--- src/rtl/multi_sample_player_pkg.sv ---
// Shared definitions for the multi-voice sample player.
//   state_e   : sequencer states (idle / per-channel fetch / drain / mix)
//   clog2     : ceiling log2, 0 for an argument of 0 or 1
//   silence   : offset-binary zero level for a given word width
//   slot_base : first ROM address of a sample slot
package multi_sample_player_pkg;

  typedef enum logic [1:0] {
    StIdle,
    StFetch,
    StDrain,
    StMix
  } state_e;

  function automatic int unsigned clog2(input int unsigned value);
    int unsigned r;
    r = 0;
    for (int i = 0; i < 31; i++) begin
      if ((32'd1 << i) < value) r = i + 1;
    end
    return r;
  endfunction

  function automatic int unsigned silence(input int unsigned data_bits);
    return 32'd1 << (data_bits - 1);
  endfunction

  function automatic int unsigned slot_base(input int unsigned sel,
                                            input int unsigned sample_bits,
                                            input int unsigned addr_bits);
    return sel << (addr_bits - sample_bits);
  endfunction

endpackage

--- src/rtl/multi_sample_player_if.sv ---
// Bus between the game controller / sample ROM side and the sample player.
//   SELECT, TRIGGER : start request from the game controller
//   ROM_ADDR        : ROM read address driven by the player
//   ROM_DATA        : ROM word, valid one cycle after ROM_ADDR
//   BUSY            : per-channel playing flags
//   DROPPED         : one-cycle pulse when a trigger could not be served
//   AUDIO           : 1-bit sigma-delta output
// master = controller/ROM/board side, slave = player.
interface multi_sample_player_if #(
  parameter int unsigned NUM_CHANNELS = 4,
  parameter int unsigned SAMPLE_BITS  = 3,
  parameter int unsigned ADDR_BITS    = 14,
  parameter int unsigned DATA_BITS    = 8
);
  logic [SAMPLE_BITS-1:0]  SELECT;
  logic                    TRIGGER;
  logic [ADDR_BITS-1:0]    ROM_ADDR;
  logic [DATA_BITS-1:0]    ROM_DATA;
  logic [NUM_CHANNELS-1:0] BUSY;
  logic                    DROPPED;
  logic                    AUDIO;

  modport master (
    output SELECT, TRIGGER, ROM_DATA,
    input  ROM_ADDR, BUSY, DROPPED, AUDIO
  );

  modport slave (
    input  SELECT, TRIGGER, ROM_DATA,
    output ROM_ADDR, BUSY, DROPPED, AUDIO
  );
endinterface

--- src/rtl/multi_sample_player_sigma_delta_dac.sv ---
// First-order sigma-delta modulator.
//   CLK, RESET : clock, synchronous active-high reset
//   mix_i      : offset-binary level to reproduce
//   audio_o    : bitstream whose ones-density is mix_i / 2^DATA_BITS
module multi_sample_player_sigma_delta_dac #(
  parameter int unsigned DATA_BITS = 8
) (
  input  logic                 CLK,
  input  logic                 RESET,
  input  logic [DATA_BITS-1:0] mix_i,
  output logic                 audio_o
);

  logic [DATA_BITS:0] acc_q, acc_d;
  logic               audio_q;

  // The carry is dropped from the fed-back value and emitted as the output bit.
  always_comb begin
    acc_d = {1'b0, acc_q[DATA_BITS-1:0]} + {1'b0, mix_i};
  end

  always_ff @(posedge CLK) begin
    if (RESET) begin
      acc_q   <= '0;
      audio_q <= 1'b0;
    end else begin
      acc_q   <= acc_d;
      audio_q <= acc_d[DATA_BITS];
    end
  end

  assign audio_o = audio_q;

endmodule

--- src/rtl/multi_sample_player.sv ---
// Multi-voice one-shot sample player with sigma-delta output.
//   CLK, RESET : clock, synchronous active-high reset
//   bus        : slave side of multi_sample_player_if (SELECT/TRIGGER in,
//                ROM_ADDR out / ROM_DATA in, BUSY, DROPPED, AUDIO out)
// Every CLK_DIV cycles the channels are read one per cycle from the shared
// ROM, summed, scaled by 1/NUM_CHANNELS and handed to the sigma-delta DAC.
// Build option MULTI_SAMPLE_VOICE_STEAL_EN: when all voices are busy a trigger
// restarts a round-robin chosen voice instead of being dropped.
module multi_sample_player
  import multi_sample_player_pkg::*;
#(
  parameter int unsigned NUM_CHANNELS = 4,
  parameter int unsigned SAMPLE_BITS  = 3,
  parameter int unsigned ADDR_BITS    = 14,
  parameter int unsigned DATA_BITS    = 8,
  parameter int unsigned CLK_DIV      = 5000,
  parameter int unsigned END_CODE     = 0
) (
  input logic                  CLK,
  input logic                  RESET,
  multi_sample_player_if.slave bus
);

  localparam int unsigned ShiftBits = clog2(NUM_CHANNELS);
  localparam int unsigned IdxW      = (ShiftBits == 0) ? 1 : ShiftBits;
  localparam int unsigned AccW      = DATA_BITS + ShiftBits;
  localparam int unsigned SlotBits  = ADDR_BITS - SAMPLE_BITS;
  localparam int unsigned CntW      = clog2(CLK_DIV);

  localparam logic [DATA_BITS-1:0] Silence = DATA_BITS'(silence(DATA_BITS));
  localparam logic [DATA_BITS-1:0] EndWord = DATA_BITS'(END_CODE);
  localparam logic [IdxW-1:0]      LastIdx = IdxW'(NUM_CHANNELS - 1);
  localparam logic [CntW-1:0]      CntMax  = CntW'(CLK_DIV - 1);

  state_e                  state_q, state_d;
  logic [CntW-1:0]         cnt_q, cnt_d;
  logic                    tick;
  logic [IdxW-1:0]         k_q, k_d;
  logic                    pend_vld_q, pend_vld_d;
  logic [IdxW-1:0]         pend_k_q, pend_k_d;
  logic [NUM_CHANNELS-1:0] busy_q, busy_d;
  logic [NUM_CHANNELS-1:0] mask_q, mask_d;
  logic [ADDR_BITS-1:0]    ptr_q [NUM_CHANNELS];
  logic [ADDR_BITS-1:0]    ptr_d [NUM_CHANNELS];
  logic [ADDR_BITS-1:0]    rom_addr_q, rom_addr_d;
  logic signed [AccW-1:0]  sum_q, sum_d;
  logic [DATA_BITS-1:0]    mix_q, mix_d;
  logic                    dropped_q, dropped_d;

  logic                    free_found;
  logic [IdxW-1:0]         free_idx;
  logic                    alloc_en;
  logic [IdxW-1:0]         alloc_idx;

  logic                        word_take;
  logic                        word_end;
  logic                        slot_last;
  logic signed [DATA_BITS-1:0] word_val;
  logic signed [AccW-1:0]      word_ext;

  // Sample-rate tick: fires on the edge where the counter wraps to 0.
  assign tick  = (cnt_q == CntMax);
  assign cnt_d = tick ? '0 : cnt_q + CntW'(1);

  // ---------------- FSM: state register ----------------
  always_ff @(posedge CLK) begin
    if (RESET) state_q <= StIdle;
    else       state_q <= state_d;
  end

  // ---------------- FSM: next state ----------------
  always_comb begin
    state_d = state_q;
    unique case (state_q)
      StIdle:  if (tick) state_d = StFetch;
      StFetch: if (k_q == LastIdx) state_d = StDrain;
      StDrain: state_d = StMix;
      StMix:   state_d = StIdle;
      default: state_d = StIdle;
    endcase
  end

  // ---------------- Trigger allocation ----------------
  always_comb begin
    free_found = 1'b0;
    free_idx   = '0;
    for (int i = 0; i < int'(NUM_CHANNELS); i++) begin
      if (!busy_q[i] && !free_found) begin
        free_found = 1'b1;
        free_idx   = IdxW'(i);
      end
    end
  end

`ifdef MULTI_SAMPLE_VOICE_STEAL_EN
  logic [IdxW-1:0] steal_q, steal_d;

  always_comb begin
    alloc_en  = bus.TRIGGER;
    alloc_idx = free_found ? free_idx : steal_q;
    dropped_d = 1'b0;
    steal_d   = steal_q;
    if (bus.TRIGGER && !free_found) begin
      steal_d = (steal_q == LastIdx) ? '0 : steal_q + IdxW'(1);
    end
  end

  always_ff @(posedge CLK) begin
    if (RESET) steal_q <= '0;
    else       steal_q <= steal_d;
  end
`else
  always_comb begin
    alloc_en  = bus.TRIGGER && free_found;
    alloc_idx = free_idx;
    dropped_d = bus.TRIGGER && !free_found;
  end
`endif

  // ---------------- ROM word decode ----------------
  // A word is in flight the cycle after each FETCH; only snapshotted channels count.
  assign word_take = pend_vld_q && mask_q[pend_k_q];
  assign word_end  = (bus.ROM_DATA == EndWord);
  assign slot_last = &ptr_q[pend_k_q][SlotBits-1:0];
  // Flipping the MSB turns offset-binary into two's complement.
  assign word_val  = {~bus.ROM_DATA[DATA_BITS-1], bus.ROM_DATA[DATA_BITS-2:0]};
  assign word_ext  = AccW'(word_val);

  // ---------------- FSM outputs / datapath next state ----------------
  always_comb begin
    k_d        = k_q;
    pend_vld_d = 1'b0;
    pend_k_d   = k_q;
    rom_addr_d = rom_addr_q;
    mask_d     = mask_q;
    sum_d      = sum_q;
    mix_d      = mix_q;
    busy_d     = busy_q;
    ptr_d      = ptr_q;

    unique case (state_q)
      StIdle: begin
        if (tick) begin
          mask_d     = busy_q;
          k_d        = '0;
          sum_d      = '0;
          rom_addr_d = ptr_q[0];
        end
      end
      StFetch: begin
        pend_vld_d = 1'b1;
        pend_k_d   = k_q;
        if (k_q != LastIdx) begin
          k_d        = k_q + IdxW'(1);
          rom_addr_d = ptr_q[k_q + IdxW'(1)];
        end
      end
      StMix: begin
        // Arithmetic shift by log2(N) taken as a slice, MSB flipped back to offset-binary.
        mix_d = {~sum_q[AccW-1], sum_q[AccW-2:ShiftBits]};
      end
      default: ;
    endcase

    if (word_take) begin
      if (word_end) begin
        busy_d[pend_k_q] = 1'b0;
      end else begin
        sum_d = sum_q + word_ext;
        // The last word of a slot still plays; the pointer never crosses into the next slot.
        if (slot_last) busy_d[pend_k_q] = 1'b0;
        else           ptr_d[pend_k_q] = ptr_q[pend_k_q] + ADDR_BITS'(1);
      end
    end

    // A (re)started voice is kept out of the current tick's mix.
    if (alloc_en) begin
      ptr_d[alloc_idx]  = ADDR_BITS'(slot_base(32'(bus.SELECT), SAMPLE_BITS, ADDR_BITS));
      busy_d[alloc_idx] = 1'b1;
      mask_d[alloc_idx] = 1'b0;
    end
  end

  always_ff @(posedge CLK) begin
    if (RESET) begin
      cnt_q      <= '0;
      k_q        <= '0;
      pend_vld_q <= 1'b0;
      pend_k_q   <= '0;
      busy_q     <= '0;
      mask_q     <= '0;
      rom_addr_q <= '0;
      sum_q      <= '0;
      mix_q      <= Silence;
      dropped_q  <= 1'b0;
      for (int i = 0; i < int'(NUM_CHANNELS); i++) ptr_q[i] <= '0;
    end else begin
      cnt_q      <= cnt_d;
      k_q        <= k_d;
      pend_vld_q <= pend_vld_d;
      pend_k_q   <= pend_k_d;
      busy_q     <= busy_d;
      mask_q     <= mask_d;
      rom_addr_q <= rom_addr_d;
      sum_q      <= sum_d;
      mix_q      <= mix_d;
      dropped_q  <= dropped_d;
      for (int i = 0; i < int'(NUM_CHANNELS); i++) ptr_q[i] <= ptr_d[i];
    end
  end

  multi_sample_player_sigma_delta_dac #(
    .DATA_BITS(DATA_BITS)
  ) u_sigma_delta_dac (
    .CLK    (CLK),
    .RESET  (RESET),
    .mix_i  (mix_q),
    .audio_o(bus.AUDIO)
  );

  assign bus.ROM_ADDR = rom_addr_q;
  assign bus.BUSY     = busy_q;
  assign bus.DROPPED  = dropped_q;

endmodule
--- src/flat_wrapper.sv ---
// flat-port wrapper written by rule: the top's interface ports become plain ports
module multi_sample_player_flat import multi_sample_player_pkg::*;
#(
  parameter int unsigned NUM_CHANNELS = 4,
  parameter int unsigned SAMPLE_BITS  = 3,
  parameter int unsigned ADDR_BITS    = 14,
  parameter int unsigned DATA_BITS    = 8,
  parameter int unsigned CLK_DIV      = 5000,
  parameter int unsigned END_CODE     = 0
)
  (CLK, RESET, bus_SELECT, bus_TRIGGER, bus_ROM_DATA, bus_ROM_ADDR, bus_BUSY, bus_DROPPED, bus_AUDIO);
  multi_sample_player_if #(.NUM_CHANNELS(NUM_CHANNELS), .SAMPLE_BITS(SAMPLE_BITS), .ADDR_BITS(ADDR_BITS), .DATA_BITS(DATA_BITS)) bus_i ();
  input logic CLK;
  input logic RESET;
  input wire logic [$bits(bus_i.SELECT)-1:0] bus_SELECT;
  input wire logic [$bits(bus_i.TRIGGER)-1:0] bus_TRIGGER;
  input wire logic [$bits(bus_i.ROM_DATA)-1:0] bus_ROM_DATA;
  output wire logic [$bits(bus_i.ROM_ADDR)-1:0] bus_ROM_ADDR;
  output wire logic [$bits(bus_i.BUSY)-1:0] bus_BUSY;
  output wire logic [$bits(bus_i.DROPPED)-1:0] bus_DROPPED;
  output wire logic [$bits(bus_i.AUDIO)-1:0] bus_AUDIO;
  assign bus_i.SELECT = bus_SELECT;
  assign bus_i.TRIGGER = bus_TRIGGER;
  assign bus_i.ROM_DATA = bus_ROM_DATA;
  assign bus_ROM_ADDR = bus_i.ROM_ADDR;
  assign bus_BUSY = bus_i.BUSY;
  assign bus_DROPPED = bus_i.DROPPED;
  assign bus_AUDIO = bus_i.AUDIO;
  multi_sample_player #(.NUM_CHANNELS(NUM_CHANNELS), .SAMPLE_BITS(SAMPLE_BITS), .ADDR_BITS(ADDR_BITS), .DATA_BITS(DATA_BITS), .CLK_DIV(CLK_DIV), .END_CODE(END_CODE)) u_core (.CLK(CLK), .RESET(RESET), .bus(bus_i));
endmodule
--- config.mk ---
export PLATFORM = sky130hd
export DESIGN_NAME = multi_sample_player_flat
export DESIGN_NICKNAME = d
export VERILOG_FILES = /design/src/rtl/multi_sample_player_pkg.sv /design/src/rtl/multi_sample_player_if.sv /design/src/rtl/multi_sample_player_sigma_delta_dac.sv /design/src/rtl/multi_sample_player.sv /design/src/flat_wrapper.sv
export SDC_FILE = /design/constraint.sdc
export NUM_CORES = 1
export LEC_CHECK = 0
export CAP_MARGIN = 5
export CORE_ASPECT_RATIO = 0.6
export CORE_MARGIN = 2
export CORE_UTILIZATION = 54
export CTS_CLUSTER_SIZE = 24
export DETAILED_ROUTE_END_ITERATION = 6
export HOLD_SLACK_MARGIN = 0.02
export PLACE_DENSITY_LB_ADDON = 0.12
export SKIP_LAST_GASP = 1
export SLEW_MARGIN = 20
export SYNTH_ARGS = -nofsm -noshare
export SYNTH_HDL_FRONTEND = slang
export SYNTH_SLANG_ARGS = --single-unit
--- constraint.sdc ---
create_clock -name CLK -period 2.5 [get_ports CLK]
set_input_delay 0.25 -clock CLK [delete_from_list [all_inputs] [get_ports CLK]]
set_output_delay 0.25 -clock CLK [all_outputs]
set_load 0.01 [all_outputs]
==> results of run 1 <==
## registers in the layout, indices dropped and copies added (netlist names)
signal and cells:
u_core.cnt_q 13, u_core.bus.ROM_ADDR 14, u_core.ptr_q 56, u_core.mix_q 8, u_core.k_q 2, u_core.u_sigma_delta_dac.acc_q 8, u_core.bus.DROPPED 1, u_core.pend_vld_q 1
u_core.state_q 2, u_core.pend_k_q 2, u_core.mask_q 4, u_core.sum_q 10, u_core.u_sigma_delta_dac.audio_o 1, u_core.bus.BUSY 4
## cell usage in the layout (no fill, tap or decap), types with 4 or more instances in the layout
| cell type | synthesis | layout |
|---|---|---|
| dfxtp_1 | 126 | 126 |
| nor2_1 | 89 | 89 |
| nand2_1 | 58 | 58 |
| buf_4 | 2 | 40 |
| a21oi_1 | 38 | 38 |
| clkdlybuf4s50_1 | 0 | 32 |
| a211oi_1 | 32 | 30 |
| nand3_1 | 24 | 24 |
| ha_1 | 25 | 24 |
| and2_1 | 20 | 20 |
| mux2i_1 | 20 | 20 |
| clkbuf_16 | 0 | 19 |
| inv_1 | 16 | 16 |
| o211ai_1 | 16 | 16 |
| xor2_1 | 17 | 15 |
| a221oi_1 | 15 | 15 |
| o21ai_0 | 12 | 12 |
| nor3_1 | 12 | 12 |
| mux4_2 | 8 | 11 |
| a211oi_2 | 7 | 9 |
| nor2b_1 | 8 | 8 |
| a21o_1 | 7 | 7 |
| and3_1 | 7 | 7 |
| nand4_1 | 6 | 6 |
| xnor2_1 | 8 | 6 |
| o221ai_1 | 6 | 6 |
| buf_12 | 0 | 6 |
| or3_1 | 5 | 5 |
| nand4bb_1 | 4 | 4 |
| mux4_1 | 7 | 4 |
| clkinvlp_4 | 0 | 4 |
## how the worst max path moves through the flow
stage	endpoint	slack (ns)	depth (start not counted)
floorplan	u_core.ptr_q[55]	0.22	8
global placement	u_core.sum_q[8]	-0.25	9
detailed placement	u_core.sum_q[8]	-0.39	9
CTS	u_core.sum_q[8]	0.03	8
global route	u_core.ptr_q[35]	-0.04	9
finish	u_core.ptr_q[35]	0.02	9
## cells by family (layout without fill, tap and decap cells)
group | after synthesis | in the layout
adder cells (fa/ha/maj) | 27 | 27
AO/OA/AOI/OAI | 162 | 162
flip-flops | 126 | 126
multiplexers | 36 | 36
XOR/XNOR | 25 | 25
buffers and inverters | 58 | 129
AND/OR/NAND/NOR | 259 | 259
## per-layer routing
metal | wire length [um] | up-vias | track usage (%)
met2 | 7837 | 288 | 42.05
met4 | 196 | 0 | 7.843
met1 | 8523 | 2732 | 39.07
met3 | 1696 | 26 | 7.938
met5 | 0 | - | 0
li1 | - | 2676 | -
## metrics by stage
step	instances	area [um^2]	setup WS (ns)	TNS (ns)
after floorplan	693	6466	0.2150	0
after CTS	920	7755	0.02508	0
final	924	7878	0.01684	0
after global routing	924	7878	-0.04037	-0.1409
after detailed placement	889	7171	-0.3908	-0.6715
after global placement	889	7171	-0.2455	-0.4594
## power by group through the flow
stage | clock (mW) | sequential [mW] | combinational [mW]
floorplan | 0 | 2.11 | 0.298
global placement | 0 | 2.11 | 0.494
detailed placement | 0 | 2.11 | 0.506
CTS | 2.48 | 2.07 | 0.513
global route | 2.57 | 2.07 | 0.558
finish | 2.47 | 2.07 | 0.531
## what timing repair did
action	CTS	global route
resized for setup	0	16
setup endpoints to repair	0	32
setup buffers	0	2
hold buffers	0	0
## area by class of cell
| class | count | area [um^2] |
|---|---|---|
| flip-flops and latches | 126 | 2522 |
| clock buffers | 21 | 470.5 |
| multi-input cells | 509 | 3704 |
| inverters | 16 | 60.06 |
| repair buffers | 82 | 807.0 |
| clock inverters | 10 | 113.9 |
| well taps | 160 | 200.2 |
| fillers | 901 | 3608 |
## worst register-to-register path: stages, from the launching register on
cell       delay [ns]
dfxtp_1          0.34
buf_12           0.16
mux4_2           0.37
ha_2             0.23
nand3_2          0.14
nor3_4           0.43
nor3b_4          0.08
buf_4            0.18
clkbuf_16        0.18
a211oi_1         0.27
==> summary.md, run 1 <==
| Metric | Value |
|---|---|
| Average size of a mapped cell | `just over 9 um^2` |
| Sequential cell area fraction in the yosys report | `39.01%` |
| Top-count cell post-synth | `dfxtp_1` |
| Cts bufs inserted | `17` |
| Hold EP | `u_core.mix_q[6]` |
| Internal power | `3.763 mW` |
| Gr usage total | `27.74%` |
| Avg Vias per Cell | `6.193` |
| Nets | `793` |
| Critical-path cell with the highest stage delay | `nor3_4` |
| R2R Path Start | `u_core.pend_k_q[0]` |
| Synth top area cells | `dfxtp_1 39%, nor2_1 5.2%, ha_1 4.8%` |
| Max incr delay on CP | `0.43 ns` |
| Final Hold Vio Count | `0` |
| Final period util | `between 90 and 100%` |
| Die span in y | `between 80 and 90 um` |
| Startpoint types | `flop` |
| Largest net degree at the start of global routing | `32` |
| WHS | `0.3184 ns` |
| Max Fclk | `402.7 MHz` |
| Adder-Cell Fraction of Synth Area | `5.457%` |
| Lkg Pwr | `2.888 nW` |
| Slew headroom | `a little over half` |
| Clock sink count | `126` |
| RSZ-0062 raised after global routing | `yes` |
| Status | `completed` |
| Sw frac | `25.82%` |
| Reg2Reg Capture Point | `u_core.ptr_q[35]` |
| Synthesized Nets | `734` |
| Core Area | `11490 um^2` |
| HP Class | `in -> reg` |
| Mapped Area | `between 6000 and 7000 um^2` |
| Hold_sp | `RESET` |
| CTS max path bufs | `2` |
| WL final | `18.25 mm` |
| WL/cell | `19.76 um` |
| Area growth syn-to-layout | `21.83%` |
| Pwr per Cell Area | `643.9 nW/um^2` |
| Synth cell count leaders | `126 x dfxtp_1, 89 x nor2_1, 58 x nand2_1, 38 x a21oi_1, 32 x a211oi_1` |
| Hold Path Stages | `3` |
| Peak VDD IR | `between 0.0005 and 0.0006 V` |
| Final setup vio count | `0` |
| Synth Flop Type | `dfxtp_1` |
| Initial drt markers | `~490` |
| Register bit total from synthesis | `about 130` |
| First-pass detailed-route iteration total | `5` |
| Clk root buf | `clkbuf_16` |
| Post-synthesis compound-gate area fraction | `18.23%` |
| Worst EP required | `2.82 ns` |
| CTS tree | `done` |
| Comb power frac | `10.5%` |
| Initial antenna violation count | `0` |
| CP Max Fanout | `12` |
| Post-synth EDFFs | `0` |
| DP Wirelength | `11.98 mm` |
| Worst Setup SP | `u_core.pend_k_q[0]` |
| Max-cap viol count | `0` |
| Final Max Tran Viols | `0` |
| FFs w/ async S/R, synth | `0%` |
| Count of input and output buffers | `33` |
| Worst R2R Path Depth | `9` |
| Number of library cell types mapped by synthesis | `63` |
| Proportion of power drawn by flip-flops and latches | `40.8%` |
| Reg2Reg Setup Slack | `approximately 0.017 ns` |
| Buffers & Inverters on Critical Path | `3` |
| Period minus WS final | `2.483 ns` |
| CTS H-Tree Depth | `4` |
| Xor and xnor area share after synthesis | `3.386%` |
| Total congestion overflow | `0` |
| Total power | `~5.1 mW` |
| Final antenna-violating net count | `0` |
| Post-Synthesis Cells | `693` |
| Post-Synth Simple-Gate Area | `20.41%` |
| Io pins | `34` |
| Die Footprint | `12890 um^2` |
| CP endpoint kind | `flop` |
| Core Util, Final | `around two thirds` |
| Crit path kind | `reg -> reg` |
| ANT cells | `0` |
| Clock transition at path regs | `0.06 ns` |
| CP delay by family, top | `simple AND/OR/NAND/NOR gates` |
| Worst Skew | `0.01040 ns` |
| Share of cells above drive strength 1 | `15.97%` |
| P_sw | `1.310 mW` |
| Clk pwr share | `48.8%` |
| First-pass GRT wire length | `27.77 mm` |
| Top cell type's share of synthesized area | `between 30 and 40%` |
| Placer Congestion | `0.9223` |
| Via Count | `approximately 5700` |
| Number of global-route vias before repair | `5269` |
| Post-synth top area cell | `dfxtp_1` |
| Worst-skew pair later-pin latency | `0.42 ns` |
| Post-synthesis mux area share | `8.901%` |
| Largest family of logic cells by synthesized area | `simple AND/OR/NAND/NOR gates` |
| Slew @ Worst Pin | `between 0.6 and 0.7 ns` |
| Die width | `145.3 um` |
| # rows | `30` |
| Drt drc | `0` |
| Initial Util | `about 56%` |
| CP Cell Sequence | `buf_12 -> mux4_2 -> ha_2 -> nand3_2 -> nor3_4 -> nor3b_4 -> buf_4 -> clkbuf_16 -> a211oi_1` |
| Syn. warnings | `0` |
| Arrival time at the worst endpoint | `2.80 ns` |
Note: power is estimated with default switching activity, not from simulation.
==> run 2, diff against run 1 <==
--- a/config.mk
+++ b/config.mk
@@ -5,7 +5,7 @@
 export SDC_FILE = /design/constraint.sdc
 export NUM_CORES = 1
 export LEC_CHECK = 0
-export CAP_MARGIN = 5
+export CAP_MARGIN = 0
 export CORE_ASPECT_RATIO = 0.6
 export CORE_MARGIN = 2
 export CORE_UTILIZATION = 54
==> results of run 2 <==
No change in the layout: final DEF, timing and power equal those of run 1.
==> run 3, diff against run 2 <==
--- a/config.mk
+++ b/config.mk
@@ -5,10 +5,12 @@
 export SDC_FILE = /design/constraint.sdc
 export NUM_CORES = 1
 export LEC_CHECK = 0
+export ABC_AREA = 1
+export ABC_CLOCK_PERIOD_IN_PS = 2500
 export CAP_MARGIN = 0
 export CORE_ASPECT_RATIO = 0.6
 export CORE_MARGIN = 2
-export CORE_UTILIZATION = 54
+export CORE_UTILIZATION = 55
 export CTS_CLUSTER_SIZE = 24
 export DETAILED_ROUTE_END_ITERATION = 6
 export HOLD_SLACK_MARGIN = 0.02
==> run 3 against run 2 <==
Critical path depth increased by 7. Clock power is 2% lower. Worst setup slack better by 0.071 ns. Final cell count grew 33%. Critical endpoint is now u_core.ptr_q[25].
==> summary.md, run 3 <==
| Metric | Value |
|---|---|
| Total congestion overflow | `0` |
| Total power | `5.657 mW` |
| Clock transition at path regs | `0.06 ns` |
| Die width | `148.3 um` |
| Drt drc | `0` |
| Adder-Cell Fraction of Synth Area | `between 5 and 6%` |
| CP Cell Sequence | `buf_12 -> nand2_2 -> inv_2 -> nand2_1 -> nand2_1 -> nor2_2 -> inv_2 -> ha_1 -> nand2_1 -> nor2_4 -> nand4_4 -> nand3_4 -> buf_4 -> nor2_1 -> nor2_1 -> nor2_1` |
| Xor and xnor area share after synthesis | `1.894%` |
| Gr usage total | `29.85%` |
| Number of global-route vias before repair | `between 5000 and 6000` |
| Post-synth EDFFs | `0` |
| Max-cap viol count | `0` |
| Synth top area cells | `dfxtp_1 37%, nand2_1 13%, a21oi_1 7.0%` |
| ANT cells | `0` |
| Buffers & Inverters on Critical Path | `4` |
| Period minus WS final | `between 2 and 2.5 ns` |
| Initial drt markers | `790` |
| Slew @ Worst Pin | `0.9761 ns` |
| Crit path kind | `reg -> reg` |
| Arrival time at the worst endpoint | `about 2.7 ns` |
| Via Count | `6847` |
| CP Max Fanout | `17` |
| Post-Synthesis Cells | `995` |
| Final Max Tran Viols | `0` |
| Dpl ws | `between 0.09 and 0.1 ns` |
| Pwr per Cell Area | `697.1 nW/um^2` |
| Post-synth top area cell | `dfxtp_1` |
| Worst EP required | `2.80 ns` |
| Startpoint types | `flop` |
| Core Util, Final | `about two thirds` |
| FFs w/ async S/R, synth | `0%` |
| Worst-skew pair later-pin latency | `0.42 ns` |
| CTS tree | `done` |
| Nets | `1092` |
| Largest net degree at the start of global routing | `34` |
| Status | `completed` |
| Register bit total from synthesis | `126` |
| Initial Util | `56.76%` |
| Share of cells above drive strength 1 | `under 10%` |
| CTS max path bufs | `2` |
| # rows | `31` |
| Cts hold-fix bufs | `0` |
| Clock sink count | `roughly 130` |
| Top-count cell post-synth | `nand2_1` |
| First-pass GRT wire length | `around 32 mm` |
| Post-synthesis compound-gate area fraction | `19.60%` |
| RSZ-0062 raised after global routing | `yes` |
| Count of input and output buffers | `33` |
| Syn. warnings | `0` |
| CP endpoint kind | `flop` |
| Register bank with the most flops | `u_core.ptr_q` |
| Sequential cell area fraction in the yosys report | `between 30 and 40%` |
| Commonest non-fill, non-tap cells in the layout | `244 x nand2_1, 125 x dfxtp_1, 124 x nor2_1, 96 x a21oi_1, 92 x inv_1` |
| Number of flip-flops in the largest register | `56` |
| Top cell type's share of synthesized area | `36.72%` |
| Post-synthesis mux area share | `0%` |
| HP Class | `in -> reg` |
| Average size of a mapped cell | `6.904 um^2` |
| First-pass detailed-route iteration total | `6` |
| Lkg Pwr | `3.484 nW` |
| Final antenna-violating net count | `0` |
| Synth Flop Type | `dfxtp_1` |
| Post-Synth Simple-Gate Area | `about 28%` |
| Core Area | `about 12000 um^2` |
| Max incr delay on CP | `0.42 ns` |
| Largest family of logic cells by synthesized area | `simple AND/OR/NAND/NOR gates` |
| WL/cell | `16.06 um` |
| Peak VDD IR | `about 0.00054 V` |
| Area growth syn-to-layout | `18.12%` |
| Most common cell after layout, fill and taps aside | `nand2_1` |
| CP delay by family, top | `simple AND/OR/NAND/NOR gates` |
| Mapped Area | `6869 um^2` |
| Initial antenna violation count | `0` |
| Die span in y | `about 91 um` |
| DP Wirelength | `approximately 14 mm` |
| Critical-path cell with the highest stage delay | `dfxtp_2` |
| Final period util | `96.48%` |
| Max Fclk | `414.6 MHz` |
| Clk root buf | `clkbuf_16` |
| Placer Congestion | `0.9540` |
| Slew headroom | `a little over a third` |
| Io pins | `34` |
| CTS H-Tree Depth | `4` |
| WHS | `0.4394 ns` |
| Synthesized Nets | `between 1000 and 1500` |
| Die Footprint | `13430 um^2` |
| Avg Vias per Cell | `5.576` |
| WL final | `19.72 mm` |
| Number of library cell types mapped by synthesis | `45` |
| Cts bufs inserted | `17` |
| Worst Skew | `~0.0093 ns` |
| Final Hold Vio Count | `0` |
| Final setup vio count | `0` |
| PnR worst setup slack | `0.08795 ns` |
| Synth cell count leaders | `244 x nand2_1, 126 x dfxtp_1, 125 x nor2_1, 96 x a21oi_1, 92 x inv_1` |
## run 3: path summary, 6_finish.rpt
| path | cells after the start | endpoint | startpoint | slack [ns] |
|---|---|---|---|---|
| worst max register to register | 16 | u_core.ptr_q[25] | u_core.pend_k_q[0] | 0.09 |
| worst min register to register | 2 | u_core.pend_k_q[1] | u_core.k_q[1] | 0.44 |
| worst min-delay path | 3 | u_core.bus.DROPPED | bus_TRIGGER | 0.44 |
| worst max-delay path | 16 | u_core.ptr_q[25] | u_core.pend_k_q[0] | 0.09 |
## run 3: through the flow
stage	setup TNS [ns]	std cells	area [um^2]
finish	0	1228	8114
global route	-0.1693	1228	8114
CTS	0	1214	7973
detailed placement	0	1183	7406
global placement	0	1183	7406
floorplan	0	995	6869
## run 3: kinds of logic (layout without fill, tap and decap cells)
group           Yosys count  count (layout)
flops                   126             126
buf+inv                 135             203
fa+ha+maj                27              27
simple gates            449             449
compound gates          244             244
xor+xnor                 14              14
## run 3: power breakdown
part	switching (mW)	internal (mW)	total, mW
Clock	0.920	1.49	2.41
Combinational	0.657	0.382	1.04
Sequential	0.0830	2.13	2.21
Total	1.66	4.00	5.66
## run 3: what timing repair did
item	4_1_cts	5_1_grt
endpoints found under the setup margin	0	25
buffers inserted	0	13
resized for setup	0	7
## run 3: routing by layer
layer	up-vias	GRT usage (%)	share of wire, %	wire, um
li1	3390	-	-	-
met1	3008	48.66	50	9950
met2	412	35.61	35	6928
met4	0	10.48	1.7	339
met5	-	0	0	0
met3	37	8.384	13	2504
## run 3: tightest hold or removal path, cell delays in order
cell	delay, ns
clkdlybuf4s50_1	0.43
nand2_1	0.09
nor2_1	0.04
## run 3: final cells by class
class,instances,area (um^2)
well taps,165,206.4
clock buffers,21,450.4
multi-input cells,734,3770
fillers,1095,3988
inverters,101,381.6
flip-flops and latches,126,2524
clock inverters,10,116.4
repair buffers,71,665.6
